**src/rtl/frv_bitdep_pkg.sv**
```systemverilog
// Shared constants and types for the bit compress/decompress unit.
// Holds datapath width, latched-op encoding and FSM state type.
package frv_bitdep_pkg;

    localparam int unsigned XLEN  = 32;
    localparam int unsigned XL    = XLEN - 1;
    localparam int unsigned CNT_W = 6;

    // Encoding of the operation latched at start
    typedef enum logic [1:0] {
        BITDEP_OP_NONE = 2'd0,
        BITDEP_OP_BEXT = 2'd1,
        BITDEP_OP_BDEP = 2'd2
    } bitdep_op_e;

    typedef enum logic {
        ST_IDLE = 1'b0,
        ST_BUSY = 1'b1
    } bitdep_state_e;

    // bext has priority when both selects are raised
    function automatic bitdep_op_e bitdep_decode(input logic op_bext, input logic op_bdep);
        bitdep_op_e op;
        op = BITDEP_OP_NONE;
        if (op_bext) begin
            op = BITDEP_OP_BEXT;
        end else if (op_bdep) begin
            op = BITDEP_OP_BDEP;
        end
        return op;
    endfunction

endpackage

```
**src/rtl/frv_bitdep_if.sv**
```systemverilog
// Request/response bundle between the execute stage and the bitdep unit.
interface frv_bitdep_if;
    import frv_bitdep_pkg::*;

    logic          valid;
    logic          op_bext;
    logic          op_bdep;
    logic          flush;
    logic [XL:0]   rs1;
    logic [XL:0]   rs2;
    logic          ready;
    logic [XL:0]   result;

    modport master (
        output valid, op_bext, op_bdep, flush, rs1, rs2,
        input  ready, result
    );

    modport slave (
        input  valid, op_bext, op_bdep, flush, rs1, rs2,
        output ready, result
    );

endinterface

```
**src/rtl/frv_bitdep.sv**
```systemverilog
// Iterative bcompress/bdecompress: consumes one mask bit per cycle.
// EARLY_EXIT=0 gives data-independent latency for constant-time builds.
module frv_bitdep
    import frv_bitdep_pkg::*;
#(
    parameter bit EARLY_EXIT = 1'b1
) (
    input  logic           g_clk,
    input  logic           g_resetn,
    frv_bitdep_if.slave    bus
);

    bitdep_state_e   state;
    bitdep_op_e      op_q;
    logic [XL:0]     mask_sr;
    logic [XL:0]     data_sr;
    logic [XL:0]     result_q;
    logic [CNT_W-1:0] i_q;
    logic [CNT_W-1:0] j_q;
    logic            finished;

    // Early exit stops once no mask bits remain; otherwise walk all XLEN bits
    always_comb begin
        finished = 1'b0;
        if (EARLY_EXIT) begin
            finished = (mask_sr == '0);
        end else begin
            finished = (i_q == CNT_W'(XLEN));
        end
    end

    // Flush suppresses a finish landing in the same cycle
    assign bus.ready  = (state == ST_BUSY) && finished && !bus.flush;
    assign bus.result = result_q;

    always_ff @(posedge g_clk) begin
        if (!g_resetn) begin
            state    <= ST_IDLE;
            op_q     <= BITDEP_OP_NONE;
            mask_sr  <= '0;
            data_sr  <= '0;
            result_q <= '0;
            i_q      <= '0;
            j_q      <= '0;
        end else if (bus.flush) begin
            state <= ST_IDLE;
        end else begin
            case (state)
                ST_IDLE: begin
                    if (bus.valid) begin
                        state    <= ST_BUSY;
                        op_q     <= bitdep_decode(bus.op_bext, bus.op_bdep);
                        mask_sr  <= bus.rs2;
                        data_sr  <= bus.rs1;
                        result_q <= '0;
                        i_q      <= '0;
                        j_q      <= '0;
                    end
                end
                ST_BUSY: begin
                    if (finished) begin
                        state <= ST_IDLE;
                    end else begin
                        case (op_q)
                            BITDEP_OP_BEXT: begin
                                // gather: selected bits pack into result from bit 0 up
                                if (mask_sr[0] && (j_q < CNT_W'(XLEN))) begin
                                    result_q[j_q[4:0]] <= data_sr[0];
                                    j_q                <= j_q + CNT_W'(1);
                                end
                                data_sr <= data_sr >> 1;
                            end
                            BITDEP_OP_BDEP: begin
                                // scatter: data advances only when a mask slot consumes it
                                if (i_q < CNT_W'(XLEN)) begin
                                    result_q[i_q[4:0]] <= mask_sr[0] & data_sr[0];
                                end
                                if (mask_sr[0]) begin
                                    data_sr <= data_sr >> 1;
                                end
                            end
                            default: begin
                            end
                        endcase
                        mask_sr <= mask_sr >> 1;
                        i_q     <= i_q + CNT_W'(1);
                    end
                end
                default: begin
                    state <= ST_IDLE;
                end
            endcase
        end
    end

endmodule

```
**src/flat_wrapper.sv**
```systemverilog
// flat-port wrapper written by rule: the top's interface ports become plain ports
module frv_bitdep_flat import frv_bitdep_pkg::*;
#(
    parameter bit EARLY_EXIT = 1'b1
)
  (g_clk, g_resetn, bus_valid, bus_op_bext, bus_op_bdep, bus_flush, bus_rs1, bus_rs2, bus_ready, bus_result);
  frv_bitdep_if bus_i ();
  input  logic g_clk;
  input  logic g_resetn;
  input wire logic [$bits(bus_i.valid)-1:0] bus_valid;
  input wire logic [$bits(bus_i.op_bext)-1:0] bus_op_bext;
  input wire logic [$bits(bus_i.op_bdep)-1:0] bus_op_bdep;
  input wire logic [$bits(bus_i.flush)-1:0] bus_flush;
  input wire logic [$bits(bus_i.rs1)-1:0] bus_rs1;
  input wire logic [$bits(bus_i.rs2)-1:0] bus_rs2;
  output wire logic [$bits(bus_i.ready)-1:0] bus_ready;
  output wire logic [$bits(bus_i.result)-1:0] bus_result;
  assign bus_i.valid = bus_valid;
  assign bus_i.op_bext = bus_op_bext;
  assign bus_i.op_bdep = bus_op_bdep;
  assign bus_i.flush = bus_flush;
  assign bus_i.rs1 = bus_rs1;
  assign bus_i.rs2 = bus_rs2;
  assign bus_ready = bus_i.ready;
  assign bus_result = bus_i.result;
  frv_bitdep #(.EARLY_EXIT(EARLY_EXIT)) u_core (.g_clk(g_clk), .g_resetn(g_resetn), .bus(bus_i));
endmodule
```
**config.mk**
```make
export PLATFORM = sky130hd
export DESIGN_NAME = frv_bitdep_flat
export DESIGN_NICKNAME = d
export VERILOG_FILES = /design/src/rtl/frv_bitdep_pkg.sv /design/src/rtl/frv_bitdep_if.sv /design/src/rtl/frv_bitdep.sv /design/src/flat_wrapper.sv
export SDC_FILE = /design/constraint.sdc
export NUM_CORES = 1
export LEC_CHECK = 0
export ABC_AREA = 1
export BUFFER_PORTS_ARGS = -buffer_cell sky130_fd_sc_hd__buf_4
export CAP_MARGIN = 20
export CORE_MARGIN = 1
export CORE_UTILIZATION = 30
export DETAILED_ROUTE_END_ITERATION = 6
export GPL_TIMING_DRIVEN = 0
export PLACE_DENSITY = 0.51
export SLEW_MARGIN = 25
export SYNTH_ARGS = -nofsm -noshare
export SYNTH_HDL_FRONTEND = slang
export SYNTH_SLANG_ARGS = --single-unit
```
**constraint.sdc**
```tcl
create_clock -name g_clk -period 2.5 [get_ports g_clk]
set_input_delay 0.125 -clock g_clk [delete_from_list [all_inputs] [get_ports g_clk]]
set_output_delay 0.125 -clock g_clk [all_outputs]
set_load 0.1 [all_outputs]
```
==> results_dict.tcl <==
set metrics [dict create \
    end_kind "register" \
    final_layout_size_suffix_gt1_share_pct 11.2 \
    slowest_delay_ns 0.34 \
    report.final.hold_viol_count 0 \
    skew_ns 0.0162 \
    synth_cell_types 26 \
    r2r_end "u_core.bus.result[7]" \
    grt_max_degree 22 \
    hold_end "u_core.op_q[1]" \
    slew_headroom_pct 59.9 \
    drt_iter0_markers 486 \
    areaGrowthSynthToFinish_pct 21.1 \
    num-fill-cells 2609 \
    start_kind "register" \
    fin_setup_tns_ns 0 \
    finalCritPeriodShare_pct 92.7 \
    ys_warn_count 0 \
    grt_pass1_vias 7121 \
    rsz0062_at_grt "false" \
    cap_violations 0 \
    dieArea_mm2 0.0240 \
    netlist_area_mm2 0.00701 \
    hold_path_class "input pin to register" \
    ioPinCount 103 \
    grt_pass1_wl_um 36800 \
    dr_total_vias 7761 \
    antenna_found_initial 0 \
    critPathRequiredTime_ns 2.76 \
    dp.cells 1639 \
    finalSetupViolCount 0 \
    remaining_drc_errors 0 \
    syn_avg_cell_area_um2 5.73 \
    worstMarginPinSlew_ns 0.601 \
    hp-start "bus_op_bdep" \
    arrival_ns 2.58 \
    synth.ff_latch_count 111 \
    synth_nets 1304 \
    peakVddDrop_uv 334 \
    cellPowerDensity_mw_per_mm2 549 \
    clkSlewWorstSetupHoldPaths_ns 0.08 \
    netlist_instances 1224 \
    die_w_um 155 \
    finalMaxSlewViolations 0 \
    ant_nets 0 \
    n_antenna_cell 0 \
    die_y_um 155 \
    rows 55 \
    clock-sinks 111 \
    clk_latency_ns 0.38 \
    cts_setup_buffers 0 \
    dr.pass1.iters 5 \
    path_cells "inv_1 > ha_1 > clkbuf_1 > nand2_2 > o21ai_0 > nor2_2 > buf_2 > nand3_1 > a21oi_1 > nor2_1" \
    r2r_cells 10 \
    instances_no_fill 1656 \
    htreeDepth 3 \
    fin_crit_ns 2.32 \
    yosysSeqAreaShare_pct 31.7 \
    gp_congestion 0.922 \
    numCtsBuffers 9 \
    cts_tree "done" \
    initial_core_util_pct 30.8 \
    hold_depth 3 \
    wl_per_cell_um 13.8 \
    core_mm2 0.0228 \
    path_max_fanout 10 \
    overflow 0 \
    via_per_inst 4.69 \
    cts_buffer_depth 2 \
    status "completed" \
    p_leak_nw 4.10 \
    design_area_mm2 0.00849 \
    root_buffer "clkbuf_16" \
    regToRegStartpoint "u_core.op_q[0]" \
    path_class "register to register" \
    fmax_mhz 432 \
    crit_path_top_delay_cell "dfxtp_1" \
    nNetsFinal 1418 \
    port_buffers 102 \
    post_dp_cell_area_mm2 0.00817 \
    r2r_slack_ns 0.18 \
    hpwlAfterDp_um 16600 \
    drt-total-wl_um 22900 \
    grtUsageTotal_pct 19.2 \
]
kinds of logic after synthesis:
group | share of synthesized area [%]
flops | 31.7
xor+xnor | 0.125
buf+inv | 12.8
compound gates | 15.8
mux | 0.143
fa+ha+maj | 1.78
simple gates | 37.6
where the power goes:
| part | internal, mW | switching (mW) |
|---|---|---|
| sequential | 1.90 | 0.0749 |
| combinational | 0.352 | 0.816 |
| clock | 0.712 | 0.807 |
cells in the final DEF, fill, tap and decap left out, drive strengths merged:
cell,count
nor3,11
nand3,73
nand4,20
o21ai,147
and3,1
a21oi,56
buf,137
nor4,4
xor2,1
nor2,165
o211ai,1
clkinv,3
mux2i,1
nand2,380
a22oi,1
dlygate4sd3,1
clkbuf,45
inv,164
a211oi,1
nor3b,1
ha,10
dfxtp,111
clkinvlp,1
o31ai,8
worst max-delay path, delay by kind of cell (launching register included):
family	cells	cell delay (ns)
adder cells (fa/ha/maj)	1	0.19
AND/OR/NAND/NOR	4	0.72
buffers and inverters	3	0.59
flip-flops	1	0.34
AO/OA/AOI/OAI	2	0.37
sequential cells by signal (all words and copies together) (netlist names):
register and cells:
u_core.bus.result 32, u_core.data_sr 32, u_core.mask_sr 32, u_core.i_q 6, u_core.j_q 6, u_core.op_q 2
u_core.state 1
routing by layer:
layer,track usage [%],up-vias,share of wire [%]
met4,5.23,0,1.9
met5,0,-,0
li1,-,4065,-
met2,30.9,216,45
met1,26.1,3447,48
met3,3.87,33,5.4
how the worst max path moves through the flow:
stage,start,end,slack (ns)
floorplan,u_core.state,bus_ready,0.45
global placement,u_core.op_q[0],u_core.bus.result[7],0.13
detailed placement,u_core.op_q[0],u_core.bus.result[7],0.16
CTS,u_core.op_q[0],u_core.bus.result[7],0.13
global route,u_core.op_q[0],u_core.bus.result[7],0.007
finish,u_core.op_q[0],u_core.bus.result[7],0.18
Yosys cell counts:
cell type	count	area (um2)
a211oi_1	1	7.51
inv_1	158	593
clkbuf_2	1	5.00
nand2_1	380	1430
o31ai_1	8	60.1
o211ai_1	1	7.51
nor2_1	163	612
and3_1	1	6.26
mux2i_1	1	10.0
nor3_1	11	55.1
xor2_1	1	8.76
a21oi_1	55	275
nor4_1	4	25.0
ha_1	10	125
clkbuf_1	34	128
nand4_1	20	125
o21ai_0	147	736
a21oi_4	1	16.3
inv_2	3	11.3
nand3_1	73	365
dfxtp_1	111	2220
buf_1	13	48.8
nor2_2	2	12.5
nor3b_1	1	7.51
buf_2	23	115
a22oi_1	1	7.51
layout make-up:
cell class / count / area [um2] / area share (%)
clock buffer: 9 / 225 / 2.65
multi-input combinational: 881 / 3900 / 45.9
timing repair buffer: 103 / 776 / 9.14
inverter: 161 / 604 / 7.12
sequential: 111 / 2220 / 26.2
tap: 313 / 392 / 4.61
clock inverter: 7 / 76.3 / 0.899
buffer: 71 / 298 / 3.51
repair_timing:
action,in CTS,in global routing
endpoints found under the hold margin,1,0
gates resized for setup,0,2
setup endpoints to repair,0,17
hold buffers,1,0
metrics by stage:
stage / hold slack, ns / util [%] / power, mW / setup WS, ns
3_3_place_gp: 0.366 / 35.9 / 3.18 / 0.134
2_1_floorplan: 0.259 / - / 2.84 / 0.450
5_1_grt: 0.0217 / 37.3 / 4.92 / 0.00728
4_1_cts: 0.00938 / 37.3 / 4.70 / 0.134
3_5_place_dp: 0.369 / 35.9 / 3.18 / 0.159
6_report: 0.0201 / 37.3 / 4.66 / 0.183
(Power assumes the default switching activity.)
